$ cat src/rtl/md_phase_sequencer.sv
// Timestep sequencer: drives the phase-1/phase-2 READY/DONE handshake, flips the
// position/velocity double buffer per completed step, and guards each handshake with a watchdog.
module md_phase_sequencer #(
  parameter int unsigned STEP_W  = 16,
  parameter int unsigned TIMEOUT = 1048576,
  parameter int unsigned TO_W    = 21
) (
  input  logic              clk,
  input  logic              reset,
  input  logic              start,
  input  logic              abort,
  input  logic [STEP_W-1:0] n_steps,
  output logic              p1_ready,
  input  logic              p1_done,
  output logic              p2_ready,
  input  logic              p2_done,
  output logic              double_buffer,
  output logic              busy,
  output logic              done,
  output logic [STEP_W-1:0] step_count,
  output logic              timeout_err,
  output logic [1:0]        err_phase
);

  typedef enum logic [2:0] {
    S_IDLE, S_P1_REQ, S_P1_REL, S_P2_REQ, S_P2_REL, S_SWAP, S_FINISH, S_ERROR
  } state_t;

  // Last count value before expiry: the error fires on the edge the counter would reach TIMEOUT.
  localparam logic [TO_W-1:0] WD_LAST = TO_W'((TIMEOUT == 0) ? 0 : TIMEOUT - 1);

  state_t            state, state_nxt;
  logic [TO_W-1:0]   wd_cnt;
  logic [STEP_W-1:0] target;
  logic              accept;
  logic              wd_fire;
  logic              in_handshake;

  assign in_handshake = (state == S_P1_REQ) || (state == S_P1_REL) ||
                        (state == S_P2_REQ) || (state == S_P2_REL);
  assign wd_fire      = (TIMEOUT != 0) && in_handshake && (wd_cnt == WD_LAST);

  always_comb begin
    state_nxt = state;
    accept    = 1'b0;
    case (state)
      S_IDLE, S_ERROR: begin
        if (start) begin
          accept    = 1'b1;
          state_nxt = (n_steps == '0) ? S_FINISH : S_P1_REQ;
        end
      end
      S_P1_REQ: begin
        if (wd_fire)      state_nxt = S_ERROR;
        else if (p1_done) state_nxt = S_P1_REL;
      end
      S_P1_REL: begin
        if (wd_fire)       state_nxt = S_ERROR;
        else if (!p1_done) state_nxt = S_P2_REQ;
      end
      S_P2_REQ: begin
        if (wd_fire)      state_nxt = S_ERROR;
        else if (p2_done) state_nxt = S_P2_REL;
      end
      S_P2_REL: begin
        if (wd_fire)       state_nxt = S_ERROR;
        else if (!p2_done) state_nxt = S_SWAP;
      end
      S_SWAP:   state_nxt = (step_count + STEP_W'(1) == target) ? S_FINISH : S_P1_REQ;
      S_FINISH: state_nxt = S_IDLE;
      default:  state_nxt = S_IDLE;
    endcase
    if (abort) begin
      state_nxt = S_IDLE;
      accept    = 1'b0;
    end
  end

  always_ff @(posedge clk or posedge reset) begin
    if (reset) begin
      state         <= S_IDLE;
      wd_cnt        <= '0;
      target        <= '0;
      p1_ready      <= 1'b0;
      p2_ready      <= 1'b0;
      double_buffer <= 1'b0;
      busy          <= 1'b0;
      done          <= 1'b0;
      step_count    <= '0;
      timeout_err   <= 1'b0;
      err_phase     <= '0;
    end else begin
      state <= state_nxt;
      // READY/busy are registered copies of the next-state decode, so they track state exactly.
      p1_ready <= (state_nxt == S_P1_REQ);
      p2_ready <= (state_nxt == S_P2_REQ);
      busy     <= (state_nxt != S_IDLE) && (state_nxt != S_ERROR);
      done     <= (state == S_FINISH) && !abort;

      if (state_nxt != state)  wd_cnt <= '0;
      else if (in_handshake)   wd_cnt <= wd_cnt + TO_W'(1);

      if (accept) begin
        target      <= n_steps;
        step_count  <= '0;
        timeout_err <= 1'b0;
        err_phase   <= '0;
      end else if (state == S_SWAP && !abort) begin
        step_count    <= step_count + STEP_W'(1);
        double_buffer <= ~double_buffer;
      end

      if (state_nxt == S_ERROR && state != S_ERROR) begin
        timeout_err <= 1'b1;
        err_phase   <= (state == S_P1_REQ || state == S_P1_REL) ? 2'd1 : 2'd2;
      end
    end
  end

endmodule

$ cat config.mk
export PLATFORM = sky130hd
export DESIGN_NAME = md_phase_sequencer
export DESIGN_NICKNAME = d
export VERILOG_FILES = /design/src/rtl/md_phase_sequencer.sv
export SDC_FILE = /design/constraint.sdc
export NUM_CORES = 1
export LEC_CHECK = 0
export BUFFER_PORTS_ARGS = -buffer_cell sky130_fd_sc_hd__buf_4
export CORE_MARGIN = 4
export CORE_UTILIZATION = 58
export CTS_CLUSTER_SIZE = 20
export DETAILED_ROUTE_END_ITERATION = 8
export PLACE_DENSITY = 0.82
export SKIP_CTS_REPAIR_TIMING = 1
export SYNTH_ARGS = -nofsm -noshare
export SYNTH_HDL_FRONTEND = slang
export SYNTH_SLANG_ARGS = --single-unit
$ cat constraint.sdc
create_clock -name clk -period 4.25 [get_ports clk]
set_input_delay 0.2125 -clock clk [delete_from_list [all_inputs] [get_ports clk]]
set_output_delay 0.2125 -clock clk [all_outputs]
set_load 0.1 [all_outputs]
== Word level (Yosys, flattened, before mapping) ==
Index checks and enable logic that the tools add are counted.

* Div/mod/pow operators: 0
* Equality and inequality tests: 15
* Magnitude comparators: 0
* Reduce and logical (&&, ||, !) cells: 17
* Bitwise logic cells: 2
* Multipliers: 0
* Multiplexer cells: 25
* Add/subtract/negate cells: 2
* Shift-type cells: 0

{| class="wikitable"
|+ Operators by type and width
! operator !! number
|-
| $mux 21 || 2
|-
| $mux 3 || 12
|-
| $mux 16 || 2
|-
| $add 21x1->21 const B || 1
|-
| $eq 21x20->1 const B || 1
|-
| $pmux 3 s7 || 1
|-
| $add 16x1->16 const B || 1
|-
| $eq 16x16->1 || 1
|-
| $logic_not 16->1 || 1
|-
| $eq 3x3->1 const B || 5
|-
| $eq 3x2->1 const B || 3
|-
| $eq 3x1->1 const B || 2
|-
| $mux 2 || 3
|-
| $ne 3x3->1 const B || 2
|-
| $reduce_bool 2->1 || 3
|-
| $logic_and 1x1->1 || 5
|-
| $mux 1 || 5
|-
| $logic_not 3->1 || 1
|-
| $logic_or 1x1->1 || 3
|-
| $ne 3x3->1 || 1
|-
| $reduce_bool 3->1 || 1
|-
| $not 1->1 || 2
|-
| $reduce_and 2->1 || 1
|-
| $reduce_or 2->1 || 1
|-
| $logic_not 1->1 || 1
|}

* Latch bits: 0
* Bits in writable memories: 0
* Input bits: 22
* Flip-flop bits (word level): 64
* Logic and storage cells: 72
* Memory bits (read-only): 0
* Output and inout bits: 24
* Memories kept: 0

== Depth between registers and ports, before layout ==
* Word-level depth: 11
* Mapped depth: 11

== Least setup slack after synthesis ==
No wires, ideal clock.

* Path type: register to register
* From: reg step_count[0]
* To: reg err_phase[0]
* Data arrival time: 3680 ps
* Clock period less this slack: 3801 ps
* Path buffers: 0
* Data required time: 4128 ps
* Stages on the path, launching flop included: 10
* Library setup time: 122 ps
* Path slack: 449 ps
* Cell sequence: dfrtp_1 -> ha_1 -> nand3_4 -> or3_1 -> a211o_1 -> or4_4 -> nor4_2 -> a21o_2 -> nand4b_1 -> a32o_1

* Cells in the longest elaborated chain, start to end: 8
* Elaborated cells on any way between the ends: 9

{| class="wikitable"
|+ Ends and longest elaborated chain
! element !! line !! RTL
|-
| from (decl) || 20 || <nowiki>output logic [STEP_W-1:0] step_count,</nowiki>
|-
| from (signal assigned) || 109 || <nowiki>step_count <= step_count + STEP_W'(1);</nowiki>
|-
| $add 16x1->16 * || 69 || <nowiki>S_SWAP: state_nxt = (step_count + STEP_W'(1) == target) ? S_FINISH : S_P1_REQ;</nowiki>
|-
| $eq 16x16->1 * || 69 ||
|-
| $mux 3 * || 69 ||
|-
| $pmux 3 s7 * || 46 || <nowiki>case (state)</nowiki>
|-
| $mux 3 * || 73 || <nowiki>if (abort) begin</nowiki>
|-
| net state_nxt[1] || 32 || <nowiki>state_t state, state_nxt;</nowiki>
|-
| $eq 3x3->1 * || 113 || <nowiki>if (state_nxt == S_ERROR && state != S_ERROR) begin</nowiki>
|-
| $logic_and 1x1->1 * || 113 ||
|-
| $mux 2 / $reduce_bool 2->1 (equally long branches) || n/a ||
|-
| to (signal assigned) || 115 || <nowiki>err_phase <= (state == S_P1_REQ || state == S_P1_REL) ? 2'd1 : 2'd2;</nowiki>
|-
| to (decl) || 22 || <nowiki>output logic [1:0] err_phase</nowiki>
|}

The timed path passes the listed nets; every way through them passes the cells marked *.
A chain may end at the register's enable or synchronous reset.

== Final worst setup path ==
Same ends and word-level chain as after synthesis.

==> metrics <==
total placed instance area=0.00413 mm2; number of buffers on the longest clock path=2; max-slew violations=0; Final Hold Viols=0; filler cell count=about 510; worst-margin pin slew=0.804 ns; sequential-to-total area share from yosys stat=a little over two fifths; synthesis-to-finish area growth=16.5%; Layout Skew=0.0121 ns; multiplexer share of the synthesized area=approximately 5.9%; highest signal layer in the routed design=met4; Top FF cell, synth=dfrtp_1; Diodes inserted=0; met2 wirelength from detailed routing=roughly 4400 um; number of flops mapped to enable cells by yosys=0; final setup violation count=0; routed length per placed instance=17.6 um; worst hold slack after final layout=0.0752 ns; hold crit path type=in -> reg; final setup TNS=0 ns; CTS tree=built; dominant cell by count in the synthesized netlist=dfrtp_1; synthesized flop and latch total=64; number of routed nets with antenna violations=0; M1 WL=around 4000 um; maximum level of the CTS H-tree=3; largest net degree at the start of global routing=65; clock transition at the registers of the reported paths=0.08 ns; setup slack after layout=around 0.82 ns; share of post-route cells with drive strength above 1=a little over a quarter; parity-gate share of the synthesized area counting xor and xnor cells=roughly 10%; Mapped Area=~0.0038 mm2; largest fanout on the critical path=9; Post-Synth Simple-Gate Area=around 25%; top cell types by occurrence after synthesis=dfrtp_1 (64), nand2_1 (33), o21ai_0 (29); largest cells by area after synthesis=dfrtp_1 (43%), mux2_2 (5.1%), xnor2_1 (4.9%), xor2_1 (4.9%), o21ai_0 (3.9%); CP Class=reg -> reg; TritonCTS sink count=64; count of maximum capacitance violations=0; number of global-route vias before repair=between 3,000 and 4,000; Max Fclk=just under 0.3 GHz; peak supply drop=approximately 440 uV; post-place setup slack=~0.85 ns; launching element type of the critical path=flop; number of instances in the synthesized netlist=393; overall die height=a little under 90 um; initial cell density of the core=about three fifths; die footprint=~0.008 mm2; total power per unit cell area=about 630 mW/mm2; met3 routed WL=529 um; Period minus WS final=roughly 3.4 ns; kind of capture point of the worst setup path=flop; wire length of the first global-routing pass=between 15,000 and 20,000 um; num rows=29; adder-cell area share of the yosys netlist=less than 1%; Clock Latency Late Sink=approximately 0.36 ns; relative slew slack=between 40 and 50%; number of distinct library cells after synthesis=55; antenna violations before repair=0; Residual DRC=0; Placer Congestion=0.907; final wirelength=between 9000 and 10,000 um; leakage power=0.00188 uW; synthesized-area fraction occupied by ao, oa, aoi and oai cells=roughly an eighth; share of flip-flops with an asynchronous set or reset after synthesis=100%; detail-routed via count per cell=roughly 6; die extent in x=88.5 um; number of nets at the end of the flow=~460; number of search-and-repair iterations in the first detailed-routing pass=5; area of the multi-input gates=about 0.0020 mm2; share of Yosys cell area claimed by the top area cell type=a little over two fifths; total via count after detailed routing=3,150; PortBufs=45; part of the cycle the worst path needs=roughly four fifths; aggregate global-route resource usage=25.0%; Iteration-0 DRC Markers=approximately 190; Detailed Place HPWL=6320 um; Storage cell area=around 0.0016 mm2; required time of the critical path=approximately 4.5 ns; placeable core region=~0.0063 mm2; clock root buffer=clkbuf_8; result of the run=finished clean; final standard cell area without fillers=approximately 0.0044 mm2; total CTS buffers=9; number of synthesis warnings=0; grt total ovfl=0; cell type contributing the most total cell area after synthesis=dfrtp_1; syn avg cell area=9.56 um2; unrepaired setup endpoints after global routing=false; I/O pin count=46; total power=~2800 uW; WP data arrival=3.67 ns; nets in the synthesized netlist=between 400 and 500; dominant combinational cell family by area after synthesis=simple AND/OR/NAND/NOR gates
## layout by cell type, fill, tap and decap left out, types with 2 or more instances in the layout
cell	Yosys	routed
xor2_1	21	21
inv_1	7	6
nand3_1	21	21
xnor2_1	21	21
nor4_1	6	6
nand4_2	2	2
nor3_1	10	10
mux2i_1	3	3
and3_1	9	9
and2_1	9	9
dfrtp_1	64	64
nand4_1	10	10
nand2_1	33	33
a31oi_1	2	2
a211o_1	2	2
clkinv_4	0	2
nor2_2	20	20
and2b_1	2	2
clkbuf_8	0	9
o211ai_1	4	4
mux2_2	17	17
a22oi_1	2	2
or3_1	2	2
o21a_1	3	3
nor2b_1	3	3
o21ai_0	29	28
and4_1	5	5
nand4b_1	2	2
nor4_2	2	2
a21oi_1	7	7
bufinv_16	0	3
nor2_1	27	27
ha_1	2	2
o31a_1	2	2
o31ai_1	5	5
buf_4	2	49
## per-stage QoR
step	std cells	util, %
floorplan	393	-
CTS	515	69.3
detailed placement	499	65.3
finish	515	69.3
global route	515	69.3
global placement	499	65.3
## cells by family (layout without fill, tap and decap cells)
family | count (synthesis) | in the layout
xor+xnor | 43 | 43
mux | 20 | 20
compound gates | 69 | 69
buf+inv | 28 | 73
fa+ha+maj | 2 | 2
flops | 64 | 64
simple gates | 167 | 167
## routing by layer
metal / GRT usage, % / up-vias
li1: - / 1474
met1: 34.3 / 1542
met2: 39.3 / 120
met3: 5.12 / 14
met4: 9.07 / 0
met5: 0 / -
## report_power, final
part / total, uW / switching [uW] / internal (uW) / leakage (uW)
registers: 899 / 159 / 740 / 0.000849
clock network: 670 / 272 / 398 / 0.000126
logic: 1190 / 754 / 436 / 0.000905
total: 2760 / 1190 / 1570 / 0.00188
## critical path: stages, from the launching register on
cell	delay, ns
dfrtp_1	0.50
ha_1	0.35
nand3_4	0.16
or3_1	0.37
a211o_1	0.29
or4_4	0.53
nor4_2	0.43
a21o_2	0.22
nand4b_1	0.17
a32o_1	0.29
## registers in the layout, indices dropped and copies added, names as in the netlist
register       cells
double_buffer      1
p1_ready           1
p2_ready           1
busy               1
done               1
step_count        16
state              3
wd_cnt            21
timeout_err        1
err_phase          2
target            16
## final cells by class
cell class,count,share of cell area [%]
inverter,8,0.686
tap,77,2.20
timing repair buffer,49,8.40
clock inverter,7,2.92
multi-input combinational,301,46.4
sequential,64,36.6
clock buffer,9,2.83
## final timing paths
path	startpoint	endpoint	slack, ns	depth (start not counted)
max	step_count[0]$_DFFE_PP0P_	err_phase[0]$_DFFE_PP0P_	0.82	9
min	abort	done$_DFF_PP0_	0.08	2
max reg2reg	step_count[0]$_DFFE_PP0P_	err_phase[0]$_DFFE_PP0P_	0.82	9
min reg2reg	timeout_err$_DFFE_PP0P_	timeout_err$_DFFE_PP0P_	0.48	2
max in group asynchronous	reset	err_phase[1]$_DFFE_PP0P_	3.63	3
min in group asynchronous	reset	target[9]$_DFFE_PP0P_	0.10	3
(Power assumes the default switching activity.)
